**config.mk**
```make
export PLATFORM = sky130hd
export DESIGN_NAME = pc_fetch_gen
export DESIGN_NICKNAME = d
export VERILOG_FILES = /design/src/rtl/pc_pkg.sv /design/src/rtl/pc_ras.sv /design/src/rtl/pc_fetch_gen.sv
export SDC_FILE = /design/constraint.sdc
export NUM_CORES = 1
export LEC_CHECK = 0
export ABC_CLOCK_PERIOD_IN_PS = 14340
export CORE_MARGIN = 2
export CORE_UTILIZATION = 40
export DETAILED_ROUTE_END_ITERATION = 8
export GPL_ROUTABILITY_DRIVEN = 0
export PLACE_DENSITY = 0.73
export SLEW_MARGIN = 20
export SYNTH_ARGS = -nofsm -noshare
export SYNTH_HDL_FRONTEND = slang
export SYNTH_SLANG_ARGS = --single-unit
```
**constraint.sdc**
```tcl
create_clock -name clk -period 14.34 [get_ports clk]
set_input_delay 3.585 -clock clk [delete_from_list [all_inputs] [get_ports clk]]
set_output_delay 3.585 -clock clk [all_outputs]
set_load 0.05 [all_outputs]
```
**src/rtl/pc_pkg.sv**
```systemverilog
// Shared types and helpers for the fetch-stage program counter.
package pc_pkg;

  // Which rule chose the next fetch address this cycle.
  typedef enum logic [2:0] {
    SRC_TRAP,
    SRC_BR,
    SRC_RET,
    SRC_SEQ,
    SRC_HOLD
  } pc_src_e;

  // Widest address the helper below handles; XLEN must not exceed it.
  localparam int PC_MAX_W       = 64;
  localparam int INST_BYTES_DEF = 4;
  localparam int ALIGN_BITS     = $clog2(INST_BYTES_DEF);

  // Clear the low align_bits bits of an address so every redirect target
  // lands on an instruction boundary.
  function automatic logic [PC_MAX_W-1:0] align_addr(
    input logic [PC_MAX_W-1:0] addr,
    input int unsigned         align_bits
  );
    logic [PC_MAX_W-1:0] mask;
    mask = {PC_MAX_W{1'b1}};
    mask = mask << align_bits;
    return addr & mask;
  endfunction

endpackage

```
**src/rtl/pc_ras.sv**
```systemverilog
// Return-address stack: circular buffer whose newest entry sits just below
// the write pointer. When full, a push overwrites the oldest entry.
module pc_ras
  import pc_pkg::*;
#(
  parameter int XLEN      = 64,
  parameter int RAS_DEPTH = 4
) (
  input  logic            clk,
  input  logic            reset,
  input  logic            push,
  input  logic            pop,
  input  logic            clear,
  input  logic [XLEN-1:0] push_data,
  output logic [XLEN-1:0] top,
  output logic            empty,
  output logic            full
);

  localparam int PTR_W = $clog2(RAS_DEPTH);
  localparam int CNT_W = PTR_W + 1;

  logic [XLEN-1:0]  stack_reg [RAS_DEPTH];
  logic [PTR_W-1:0] ptr_reg, ptr_next;
  logic [CNT_W-1:0] count_reg, count_next;
  logic [PTR_W-1:0] top_idx;
  logic [PTR_W-1:0] wr_idx;
  logic             wr_en;
  logic             pop_ok;

  assign top_idx = ptr_reg - PTR_W'(1);
  assign top     = stack_reg[top_idx];
  assign empty   = (count_reg == '0);
  assign full    = (count_reg == CNT_W'(RAS_DEPTH));
  assign pop_ok  = pop && !empty;

  // Decide the pointer/count update and which slot (if any) gets written.
  always_comb begin
    ptr_next   = ptr_reg;
    count_next = count_reg;
    wr_en      = 1'b0;
    wr_idx     = ptr_reg;
    if (clear) begin
      ptr_next   = '0;
      count_next = '0;
    end else if (push && pop_ok) begin
      // Call and return together: swap the top in place.
      wr_en  = 1'b1;
      wr_idx = top_idx;
    end else if (push) begin
      wr_en    = 1'b1;
      ptr_next = ptr_reg + PTR_W'(1);
      if (!full) begin
        count_next = count_reg + CNT_W'(1);
      end
    end else if (pop_ok) begin
      ptr_next   = ptr_reg - PTR_W'(1);
      count_next = count_reg - CNT_W'(1);
    end
  end

  // Pointer and occupancy registers.
  always_ff @(posedge clk) begin
    if (!reset) begin
      ptr_reg   <= '0;
      count_reg <= '0;
    end else begin
      ptr_reg   <= ptr_next;
      count_reg <= count_next;
    end
  end

  // Entry storage; contents are only meaningful below the count, so no reset.
  always_ff @(posedge clk) begin
    if (reset && wr_en) begin
      stack_reg[wr_idx] <= push_data;
    end
  end

endmodule

```
**src/rtl/pc_fetch_gen.sv**
```systemverilog
// Fetch-stage PC generator: prioritised redirect mux, PC register and the
// fetch_valid handshake toward instruction memory.
module pc_fetch_gen
  import pc_pkg::*;
#(
  parameter int          XLEN       = 64,
  parameter logic [63:0] RESET_ADDR = 64'h0,
  parameter int          INST_BYTES = 4,
  parameter int          RAS_DEPTH  = 4
) (
  input  logic            clk,
  input  logic            reset,
  input  logic            en,
  input  logic            fetch_ready,
  output logic            fetch_valid,
  output logic [XLEN-1:0] pc_addr,
  input  logic            trap_valid,
  input  logic [XLEN-1:0] trap_vec,
  input  logic            br_valid,
  input  logic [XLEN-1:0] br_tar,
  input  logic            call_valid,
  input  logic [XLEN-1:0] call_ret_addr,
  input  logic            ret_valid,
  output logic            ras_empty,
  output logic            ras_full
);

  localparam int ALIGN_W = $clog2(INST_BYTES);

  logic [XLEN-1:0] pc_reg, pc_next;
  logic            fetch_valid_reg;
  logic [XLEN-1:0] ras_top;
  logic            ras_push, ras_pop, ras_clear;
  pc_src_e         src;

  function automatic logic [XLEN-1:0] align_x(input logic [XLEN-1:0] a);
    return XLEN'(align_addr(PC_MAX_W'(a), ALIGN_W));
  endfunction

  // A trap flushes the stack and overrides any call/return in the same cycle;
  // a branch leaves the stack alone so a concurrent return still pops.
  assign ras_clear = en && trap_valid;
  assign ras_push  = en && !trap_valid && call_valid;
  assign ras_pop   = en && !trap_valid && ret_valid;

  pc_ras #(
    .XLEN      (XLEN),
    .RAS_DEPTH (RAS_DEPTH)
  ) u_ras (
    .clk       (clk),
    .reset     (reset),
    .push      (ras_push),
    .pop       (ras_pop),
    .clear     (ras_clear),
    .push_data (call_ret_addr),
    .top       (ras_top),
    .empty     (ras_empty),
    .full      (ras_full)
  );

  // Pick the highest-priority source for the next fetch address.
  always_comb begin
    src = SRC_HOLD;
    if (trap_valid) begin
      src = SRC_TRAP;
    end else if (br_valid) begin
      src = SRC_BR;
    end else if (ret_valid && !ras_empty) begin
      src = SRC_RET;
    end else if (fetch_ready) begin
      src = SRC_SEQ;
    end
  end

  // Form the next PC from the selected source.
  always_comb begin
    pc_next = pc_reg;
    case (src)
      SRC_TRAP: pc_next = align_x(trap_vec);
      SRC_BR:   pc_next = align_x(br_tar);
      SRC_RET:  pc_next = align_x(ras_top);
      SRC_SEQ:  pc_next = pc_reg + XLEN'(INST_BYTES);
      default:  pc_next = pc_reg;
    endcase
  end

  // PC and request-valid registers; the first enabled cycle out of reset only
  // raises fetch_valid so the reset address is presented before advancing.
  always_ff @(posedge clk) begin
    if (!reset) begin
      pc_reg          <= XLEN'(RESET_ADDR);
      fetch_valid_reg <= 1'b0;
    end else if (en) begin
      if (!fetch_valid_reg) begin
        fetch_valid_reg <= 1'b1;
      end else begin
        pc_reg <= pc_next;
      end
    end
  end

  assign pc_addr     = pc_reg;
  assign fetch_valid = fetch_valid_reg;

endmodule

```
Word level (Yosys, flattened, before mapping)
Memories as Yosys holds them, arrays and structs flattened.
Index checks and enable logic that the tools add are counted.
{"block": "totals", "reg_bits": 70, "latchBits": 0, "ram_bits": 256, "mem_bits_ro": 0, "in_bits": 200, "output_inout_bits": 67, "word_cells": 52, "memories": 1}
{"name": "u_ras.stack_reg", "depth": 4, "word_bits": 64, "rd": 1, "rd_ports_with_merged_regs": 0, "write_ports": 1, "line": "pc_ras.sv:23", "text": "logic [XLEN-1:0] stack_reg [RAS_DEPTH];"}
{"block": "op_classes", "add_sub_neg": 5, "n_mul": 0, "n_div": 0, "order_cmp": 0, "eq_ne": 5, "shifts": 0, "n_mux": 17, "bitwise": 2, "reduce_logical": 18}
{"op": "64-bit case mux with 4 select lines", "n": 1}
{"op": "64-bit by 3-bit adder with 64-bit output (second input constant)", "n": 1}
{"op": "3-bit 2-to-1 mux", "n": 7}
{"op": "1-bit logical AND", "n": 8}
{"op": "2-bit 2-to-1 mux", "n": 4}
{"op": "3-bit by 2-bit == test with 1-bit output (second input constant)", "n": 2}
{"op": "3-bit logical NOT", "n": 2}
{"op": "3-bit AND reduction", "n": 2}
{"op": "1-bit 2-to-1 mux", "n": 5}
{"op": "4-bit nonzero test", "n": 1}
{"op": "3-bit by 1-bit adder with 3-bit output (second input constant)", "n": 1}
{"op": "3-bit by 1-bit == test with 1-bit output (second input constant)", "n": 1}
{"op": "3-bit == test (second input constant)", "n": 1}
{"op": "3-bit by 1-bit subtractor with 3-bit output (second input constant)", "n": 1}
{"op": "2-bit by 1-bit adder with 2-bit output (second input constant)", "n": 1}
{"op": "1-bit logical NOT", "n": 2}
{"op": "2-bit != test (second input constant)", "n": 1}
{"op": "1-bit NOT", "n": 2}
{"op": "2-bit AND reduction", "n": 1}
{"op": "2-bit nonzero test", "n": 1}
{"op": "2-bit OR reduction", "n": 1}
{"op": "2-bit by 1-bit subtractor with 2-bit output (second input constant)", "n": 1}

Longest topological paths before layout
Gate-level depths: netlist of run 1.
{"block": "depth", "word_depth": 10, "mapped_depth": 9, "mapped_depth_nobuf": 7}

By module
A second synthesis of run 1 with hierarchy kept.
{"block": "unflattened", "hier_cells": 1049, "hier_area_um2": 14508.9}
{"mod": "pc_ras", "n_inst": 1, "cells_each": 381, "area_each_um2": 9628.0, "seq_area_each_um2": 7787.5}
{"mod": "pc_fetch_gen", "n_inst": 1, "cells_each": 668, "area_each_um2": 4880.9, "seq_area_each_um2": 1261.2}

Worst setup path after synthesis of run 1
Ideal clock, no wire load.
{"block": "synth_path", "path_type": "input to register", "from": "input ret_valid", "to": "memory u_ras.stack_reg[0][10] (enable)", "setup_ns": 0.482, "arrival_time_ns": 7.364, "t_required_ns": 13.858, "setup_slack_ns": 6.494, "stages": 8, "path_buffers": 1, "path_cell_list": "o31a_1 > clkbuf_1 > nand2_1 > inv_1 > ha_1 > xor2_1 > or3_1 > nor2_1"}
{"block": "synth_between", "elab_chain_cells": 8, "elab_cells_between_ends": 10, "classes_between": "6 x mux; 4 x reduce/logical"}
{"item": "from (decl)", "line": "pc_fetch_gen.sv:23", "text": "input logic ret_valid,"}
{"item": "1-bit logical AND (*)", "line": "pc_fetch_gen.sv:44", "text": "assign ras_pop = en && !trap_valid && ret_valid;"}
{"item": "1-bit logical AND (*)", "line": "pc_ras.sv:35", "text": "assign pop_ok = pop && !empty;"}
{"item": "1-bit logical AND (*)", "line": "pc_ras.sv:46", "text": "end else if (push && pop_ok) begin"}
{"item": "1-bit 2-to-1 mux", "line": "pc_ras.sv:46"}
{"item": "1-bit 2-to-1 mux", "line": "pc_ras.sv:43", "text": "if (clear) begin"}
{"item": "1-bit logical AND", "line": "pc_ras.sv:75", "text": "if (reset && wr_en) begin"}
{"item": "1-bit 2-to-1 mux", "line": "pc_ras.sv:75"}
{"item": "1-bit 2-to-1 mux (implied by the code)", "line": "pc_ras.sv:76", "text": "stack_reg[wr_idx] <= push_data;"}
{"item": "to (decl)", "line": "pc_ras.sv:23"}
Every way passes the cells marked *; elsewhere a longest branch is shown, timed or not.

Final worst setup path of run 1
{"block": "layout_path", "from": "input ret_valid", "to": "memory u_ras.stack_reg[2][5] (enable)"}
Same word-level chain as after synthesis.

==> reports/metrics.yaml, run 1 <==
core_area_sq_um: 35400
cts_tree: "built"
final_common_cell: "clkdlybuf4s50_1"
grt_use_met3: 0.05108
yosys.area.top_type_share: 0.5194
slowest_delay_ns: 0.70
timing.final.crit_share: 0.4791
ant_nets: 0
critPathRequiredTime_ns: 14.47
crit_family: "simple AND/OR/NAND/NOR gates"
synth_seq_cells: 316
first_global_vias: 10575
grt_max_degree: 71
cts_setup_buffers: 0
die_x_microns: 193.3
fin_crit_ns: 6.871
clock-sinks: 316
nets: 1511
power_density_nw_per_um2: 116.0
hpwl_microns: 31040
synth_warnings: 0
worstSetupPathType: "input port to register"
worst_pin_slew_ns: 1.030
grt_pass1_wl_microns: 66520
critical_path_buf_inv_count: 3
routedWlPerCell_microns: 25.22
worstPathCellList: "clkdlybuf4s50_1 > o31a_1 > nand2_1 > inv_1 > ha_1 > xor2_1 > or3_1 > nor2_4 > buf_4"
setup_violations: 0
slowest_stage: "nor2_4"
setup-tns-final_ns: 0
peakVddDrop_uv: 73.46
largest_register_ffs: 248
cp_data_arrival_time_ns: 7.00
detail_route.iter0.violations: 1069
layout-drive-gt1-share: 0.1164
placed_area_sq_um: 17390
rsz0062_at_grt: "false"
ctsHoldBuffers: 0
die_y_microns: 193.3
antenna_found_initial: 7
seqCellArea_sq_um: 8813
startpoint_type: "input port"
p_leak_nw: 5.834
crit_fanout: 39
grt-ovfl-total: 0
final_core_util: 0.5226
maxCapViolCount: 0
cts_buffers: 35
ys_types: 78
initial_core_util: 0.4051
grt_util_met1: 0.3192
num_vias: 10761
status: "completed"
clock_path_buffers: 3
area_growth_pct: 29.01
clk_latency_ns: 0.51
io_pins: 267
yosysTopAreaCell: "edfxtp_1"
yosysSeqAreaShare: 0.6144
clockRootBuffer: "clkbuf_16"
syn_area_sq_um: 14340
ys.flop_type: "edfxtp_1"
grt.busiest_layer: "met2"
worstSetupEndpointType: "register"
cts_resized: 0
netlist_top_cells_area: "edfxtp_1 52%, mux4_2 9.7%, dfxtp_1 9.5%, a21oi_1 2.4%, nand2_1 1.9%"
syn_avg_cell_area_sq_um: 13.48
gr-usage-met2: 0.3784
fillers: 3013
hp-class: "register to register"
vias_per_cell: 5.992
fmax_mhz: 145.5
row_count: 69
final_cell_mix: "256 x clkdlybuf4s50_1, 248 x edfxtp_1, 72 x nand2_1"
die_area_sq_um: 37370
h-tree-depth: 2
post-route-drc-count: 0
clk_pin_slew_ns: 0.06
grt.total_usage: 0.2356
fin_skew_ns: 0.01305
power_mw: 2.146
fin_area_sq_um: 18500
final_max_slew_viol_count: 0
io_buffers: 258
slew_headroom: 0.3117
routed_wl_microns: 45290
finalHoldViolCount: 0
synthCells: 1064
synth_async_sr_flop_share: 0
drt-pass1-iter-count: 8
multi_input_area_sq_um: 5219
synth_edf_count: 248
final cells by class:
| cell class | count | share of cell area |
|---|---|---|
| diodes | 3 | 0.0004059 |
| repair buffers | 277 | 0.1468 |
| well taps | 461 | 0.03118 |
| flip-flops and latches | 316 | 0.4765 |
| multi-input cells | 660 | 0.2821 |
| clock inverters | 15 | 0.006359 |
| inverters | 17 | 0.003450 |
| clock buffers | 47 | 0.05317 |
per-layer routing:
metal  wire [microns]  vias to the layer above
met5               37                        -
met4             1402                        6
met3             3856                       88
met2            21390                      538
met1            18600                     5322
li1                 -                     4807
cells in the mapped netlist, types with 3 or more instances:
master,number
ha_1,3
xnor2_1,8
a31oi_1,10
o311ai_0,5
a221o_1,6
or4_1,7
nand2_1,72
dfxtp_1,68
inv_1,17
buf_2,8
clkbuf_1,54
o211ai_1,21
and3_1,10
buf_1,6
a21oi_1,68
xor2_1,18
a222oi_1,19
nand3_1,51
o31a_1,5
a22o_1,3
nor3_1,21
nor2b_1,6
nor3b_1,3
o22ai_1,3
o21ai_0,50
a22oi_1,8
and4_1,12
a21o_1,3
and2_1,6
nand4_1,20
nor4_2,3
a2bb2oi_1,3
o31ai_1,4
nor4_1,6
mux4_2,62
or3_1,9
a211oi_1,5
a221oi_1,14
o221ai_1,15
edfxtp_1,248
nor2_1,55
per-stage QoR:
stage	std cells	hold WS, ns	worst slack [ns]
final	1796	0.4944	7.469
after floorplan	1065	0.4922	6.494
after detailed placement	1731	0.4892	6.901
after global routing	1796	0.5337	7.298
after CTS	1793	0.4981	7.426
after global placement	1731	0.4734	6.955
cell families (layout without fill, tap and decap cells):
kind of cell / Yosys count / in the layout / synth area share
and+or+nand+nor: 299 / 299 / 0.1132
adders and majority gates: 4 / 4 / 0.004015
xor gates and xnor gates: 26 / 26 / 0.01588
AOI/OAI and AO/OA: 264 / 264 / 0.1272
muxes: 65 / 65 / 0.09957
buffers and inverters: 89 / 356 / 0.02557
other: 1 / 5 / 0.0002616
DFF: 316 / 316 / 0.6144
power breakdown:
part / internal [mW] / switching [mW]
combinational: 0.111 / 0.141
sequential: 1.00 / 0.0254
clock: 0.516 / 0.349
total: 1.63 / 0.515
final timing paths:
check | startpoint | endpoint | slack, ns | depth (start not counted)
worst max-delay path | ret_valid | u_ras.stack_reg[2][5] | 7.47 | 9
worst min-delay path | pc_addr[12] | pc_addr[12] | 0.49 | 2
worst max register to register | u_ras.count_reg[0] | u_ras.stack_reg[2][5] | 10.52 | 8
worst min register to register | pc_addr[12] | pc_addr[12] | 0.49 | 2
worst register-to-register path: cells and delay by family, from the launching register on:
family                   cells  cell delay [ns]
AND/OR/NAND/NOR              3             1.28
buffers and inverters        2             0.78
AO/OA/AOI/OAI                1             0.59
flip-flops                   1             0.46
adder cells (fa/ha/maj)      1             0.20
XOR/XNOR                     1             0.09
(Power assumes the default switching activity.)
==> inputs of run 2 (changes only) <==
--- a/config.mk
+++ b/config.mk
@@ -5,7 +5,7 @@
 export SDC_FILE = /design/constraint.sdc
 export NUM_CORES = 1
 export LEC_CHECK = 0
-export ABC_CLOCK_PERIOD_IN_PS = 14340
+export ABC_CLOCK_PERIOD_IN_PS = 6600
 export CORE_MARGIN = 2
 export CORE_UTILIZATION = 40
 export DETAILED_ROUTE_END_ITERATION = 8
==> constraint.sdc (replaced) <==
create_clock -name clk -period 6.6 [get_ports clk]
set_input_delay 1.65 -clock clk [delete_from_list [all_inputs] [get_ports clk]]
set_output_delay 1.65 -clock clk [all_outputs]
set_load 0.05 [all_outputs]
==> run 2 against run 1 <==
  * Critical path depth is the same
  * Cell count rose by 0.45%
  * Largest power group unchanged
  * Wire length up 1.9%
  * Non-clock buffer count grew 1
  * Global-route usage up 0.50 points
==> reports/metrics.yaml, run 2 (synthesized netlist as in run 1, its figures left out) <==
status: "completed"
core_area_sq_um: 35400
p_leak_nw: 5.834
cts_tree: "built"
worstSetupEndpointType: "register"
antenna_found_initial: 7
fin_skew_ns: 0.009555
hp-class: "register to register"
final_cell_mix: "256 x clkdlybuf4s50_1, 248 x edfxtp_1, 72 x nand2_1"
reg2reg_from: "u_ras.count_reg[0]"
setup-tns-final_ns: 0
power_density_nw_per_um2: 248.9
setup_violations: 0
clockRootBuffer: "clkbuf_16"
die_y_microns: 193.3
post-route-drc-count: 0
detail_route.iter0.violations: 1352
clock-sinks: 316
instances_no_fill: 1804
die_area_sq_um: 37370
critPathRequiredTime_ns: 6.78
worstPathCellList: "clkdlybuf4s50_1 > o31a_1 > nand2_1 > inv_1 > ha_1 > xor2_1 > or3_1 > nor2_4 > buf_12"
endpoint: "u_ras.stack_reg[0][60]"
worst_pin_slew_ns: 1.054
startpoint_type: "input port"
clk_pin_slew_ns: 0.06
clk_latency_ns: 0.52
h-tree-depth: 2
nets: 1513
power_mw: 4.611
first_global_vias: 10787
cts_resized: 0
cp_data_arrival_time_ns: 4.71
timing.final.crit_share: 0.6859
routedWlPerCell_microns: 25.57
grt_max_degree: 67
row_count: 69
finalHoldViolCount: 0
slowest_stage: "nor2_4"
num_vias: 10935
placedCellCount: 1732
fillers: 3042
io_buffers: 258
maxCapViolCount: 0
final_max_slew_viol_count: 0
rsz0062_at_grt: "false"
initial_core_util: 0.4051
area_growth_pct: 29.22
peakVddDrop_uv: 200.2
rr_worst_depth: 8
layout-drive-gt1-share: 0.1189
clock_path_buffers: 3
slew_headroom: 0.2946
regToRegSetupSlack_ns: 3.19
routed_wl_microns: 46130
largest_register_ffs: 248
ctsHoldBuffers: 0
cts_buffers: 36
worstSetupPathType: "input port to register"
regToRegEndpoint: "u_ras.stack_reg[0][60]"
die_x_microns: 193.3
cts_setup_buffers: 0
io_pins: 267
vias_per_cell: 6.062
grt_pass1_wl_microns: 68070
slowest_delay_ns: 0.67
ant_nets: 0
grt.total_usage: 0.2406
crit_fanout: 41
final_common_cell: "clkdlybuf4s50_1"
fmax_mhz: 220.9
grt-ovfl-total: 0
fin_crit_ns: 4.527
hpwl_microns: 31820
holdPathStages: 2
crit_start: "ret_valid"
drt-pass1-iter-count: 8
## run 2: cell count changes in the layout (fill, tap and decap cells not counted)
cell	previous run	this run
buf_12	0	4
buf_4	19	16
bufinv_16	2	0
clkbuf_1	8	7
clkbuf_8	2	0
clkinv_1	8	10
clkinv_2	4	7
clkinv_4	0	1
clkinvlp_4	1	2
diode_2	3	6
inv_6	0	2
## run 2: layout make-up
class / count / area, sq um / share of cell area
Sequential cell: 316 / 8813 / 0.4757
Inverter: 17 / 63.81 / 0.003444
Antenna cell: 6 / 15.01 / 0.0008104
Clock inverter: 22 / 113.9 / 0.006146
Timing Repair Buffer: 278 / 2773 / 0.1497
Multi-Input combinational cell: 660 / 5219 / 0.2817
Tap cell: 461 / 576.8 / 0.03113
Clock buffer: 44 / 952.2 / 0.05139
## run 2: power by group
| part | internal (mW) | switching [mW] |
|---|---|---|
| Combinational | 0.242 | 0.302 |
| Sequential | 2.18 | 0.0631 |
| Clock | 1.03 | 0.791 |
## run 2: metrics by stage
step                      hold WS (ns)    util  area (sq um)  setup slack, ns
after floorplan                 0.4922       -         14340           0.6894
after global placement          0.4779  0.4929         17450            1.622
after detailed placement        0.4863  0.4929         17450            1.545
after CTS                       0.4958  0.5230         18510            2.067
after global routing            0.5386  0.5234         18530            1.911
final                           0.4964  0.5234         18530            2.073
## run 2: how the worst min path moves through the flow
stage                        from            endpoint  slack, ns
4_1_cts               pc_addr[12]         pc_addr[12]       0.50
3_3_place_gp          pc_addr[12]         pc_addr[12]       0.48
6_report              pc_addr[12]         pc_addr[12]       0.50
2_1_floorplan  u_ras.count_reg[2]  u_ras.count_reg[2]       0.49
5_1_grt               pc_addr[12]         pc_addr[12]       0.54
3_5_place_dp          pc_addr[12]         pc_addr[12]       0.49
## run 2: worst max-delay path: cells and delay by family
family                   cells  cell delay, ns
AND/OR/NAND/NOR              3            1.26
XOR/XNOR                     1            0.10
adder cells (fa/ha/maj)      1            0.21
buffers and inverters        3            0.93
AO/OA/AOI/OAI                1            0.49
## run 2: layer usage
metal  vias up  GRT usage  routed length [microns]  share of wire
li1       4824          -                        -              -
met1      5459     0.3279                    19130           0.41
met2       569     0.3734                    21300           0.46
met3        81    0.05492                     4014          0.087
met4         2    0.09839                     1671          0.036
met5         -          0                       13        0.00028
==> inputs of run 3 (changes only) <==
--- a/config.mk
+++ b/config.mk
@@ -5,12 +5,12 @@
 export SDC_FILE = /design/constraint.sdc
 export NUM_CORES = 1
 export LEC_CHECK = 0
-export ABC_CLOCK_PERIOD_IN_PS = 6600
+export ABC_CLOCK_PERIOD_IN_PS = 3900
 export CORE_MARGIN = 2
 export CORE_UTILIZATION = 40
 export DETAILED_ROUTE_END_ITERATION = 8
 export GPL_ROUTABILITY_DRIVEN = 0
-export PLACE_DENSITY = 0.73
+export PLACE_DENSITY = 0.75
 export SLEW_MARGIN = 20
 export SYNTH_ARGS = -nofsm -noshare
 export SYNTH_HDL_FRONTEND = slang
==> constraint.sdc (replaced) <==
create_clock -name clk -period 3.9 [get_ports clk]
set_input_delay 0.975 -clock clk [delete_from_list [all_inputs] [get_ports clk]]
set_output_delay 0.975 -clock clk [all_outputs]
set_load 0.05 [all_outputs]
==> run 3 against run 2 <==
  * Final area up 1.2%
  * Combinational power up 73%
  * Global-route usage down 0.085 points
  * Non-clock buffer count up 26
  * Cell count up 1.3%
  * Critical path depth down 2
  * Die area unchanged
  * Sequential power up 69%
  * Critical path type is now register to register
  * Critical endpoint is now pc_addr[54]
==> reports/metrics.yaml, run 3 (synthesized netlist as in run 1, its figures left out) <==
status: "completed"
fin_skew_ns: 0.01269
slew_headroom: 0.3897
ant_nets: 0
timing.final.crit_share: 0.8147
setup_violations: 0
die_x_microns: 193.3
io_buffers: 258
rsz0062_at_grt: "false"
cp_data_arrival_time_ns: 3.62
worst_pin_slew_ns: 0.9077
final_max_slew_viol_count: 0
clockRootBuffer: "clkbuf_16"
ctsHoldBuffers: 0
final_common_cell: "clkdlybuf4s50_1"
largest_register_ffs: 248
clock-sinks: 316
cts_setup_buffers: 0
area_growth_pct: 30.79
first_global_vias: 10945
die_y_microns: 193.3
post-route-drc-count: 0
crit_fanout: 12
row_count: 69
clock_path_buffers: 3
drt-pass1-iter-count: 6
grt.busiest_layer: "met2"
p_leak_nw: 5.968
clk_pin_slew_ns: 0.06
worstSetupPathType: "register to register"
initial_core_util: 0.4051
setup_slack_ns: 0.7226
dp_slack_ns: 0.3141
peakVddDrop_uv: 323.0
cts_tree: "built"
placed_area_sq_um: 17700
hpwl_microns: 33110
grt_use_met3: 0.05701
fillers: 2979
startpoint_type: "register"
num_vias: 11177
grt_util_met1: 0.3224
grt.total_usage: 0.2397
h-tree-depth: 2
detail_route.iter0.violations: 1256
fin_hold_ws_ns: 0.5028
power_density_nw_per_um2: 412.8
gr-usage-met2: 0.3746
layout-drive-gt1-share: 0.1340
power_mw: 7.740
nets: 1537
cts_resized: 0
die_area_sq_um: 37370
grt_max_degree: 39
fmax_mhz: 314.7
vias_per_cell: 6.118
critPathRequiredTime_ns: 4.34
clk_latency_ns: 0.51
finalHoldViolCount: 0
grt_pass1_wl_microns: 67990
grt-ovfl-total: 0
worstSetupEndpointType: "register"
io_pins: 267
cts_buffers: 34
antenna_found_initial: 9
core_area_sq_um: 35400
fin_area_sq_um: 18750
maxCapViolCount: 0
final_cell_mix: "256 x clkdlybuf4s50_1, 248 x edfxtp_1, 72 x nand2_1"
hp-class: "register to register"
fin_crit_ns: 3.177
routed_wl_microns: 46320
routedWlPerCell_microns: 25.35
-- run 3: cell types whose count changed in the layout (fill, tap and decap cells not counted), moves of 2 or more --
cell and delta:
clkbuf_1 +4, clkinvlp_4 -2, diode_2 +2, clkbuf_16 -2, clkbuf_8 +4, clkinv_1 -7
buf_4 +21, buf_12 +5
-- run 3: path summary, 6_finish.rpt --
check,to,slack (ns),from,cells past startpoint
max,pc_addr[54],0.72,pc_addr[2],7
min,pc_addr[12],0.50,pc_addr[12],2
max reg2reg,pc_addr[54],0.72,pc_addr[2],7
min reg2reg,pc_addr[12],0.50,pc_addr[12],2
-- run 3: cell type report --
cell class              instances  area, sq um  area share
flip-flops and latches        316         8813      0.4700
multi-input cells             660         5216      0.2782
repair buffers                304         3030      0.1616
clock buffers                  50        972.2     0.05185
well taps                     461        576.8     0.03076
inverters                      17        63.81    0.003403
clock inverters                11        58.81    0.003136
diodes                          8        20.02    0.001068
-- run 3: power breakdown --
group / internal (mW) / leakage (nW) / total, mW / switching, mW
logic: 0.425 / 2.67 / 0.941 / 0.517
clock network: 1.73 / 0.510 / 3.00 / 1.27
registers: 3.69 / 2.79 / 3.80 / 0.108
-- run 3: worst max-delay path, cell delays in order, from the launching register on --
cell,delay [ns]
dfxtp_1,0.47
ha_1,0.29
nand4_1,0.33
or3_1,0.75
nor4_4,0.49
nand4_1,0.23
or4_1,0.46
nand3_1,0.09
-- run 3: through the flow --
step | utilization | cells | TNS (ns)
6_report | 0.5298 | 1827 | 0
3_3_place_gp | 0.5001 | 1758 | 0
4_1_cts | 0.5292 | 1819 | 0
2_1_floorplan | - | 1065 | -40.01
5_1_grt | 0.5296 | 1825 | 0
3_5_place_dp | 0.5001 | 1758 | 0
-- run 3: per-layer routing --
metal,up-vias,part of all wire
met5,-,0.00056
met4,4,0.034
met3,96,0.096
met2,637,0.47
met1,5562,0.40
li1,4878,-
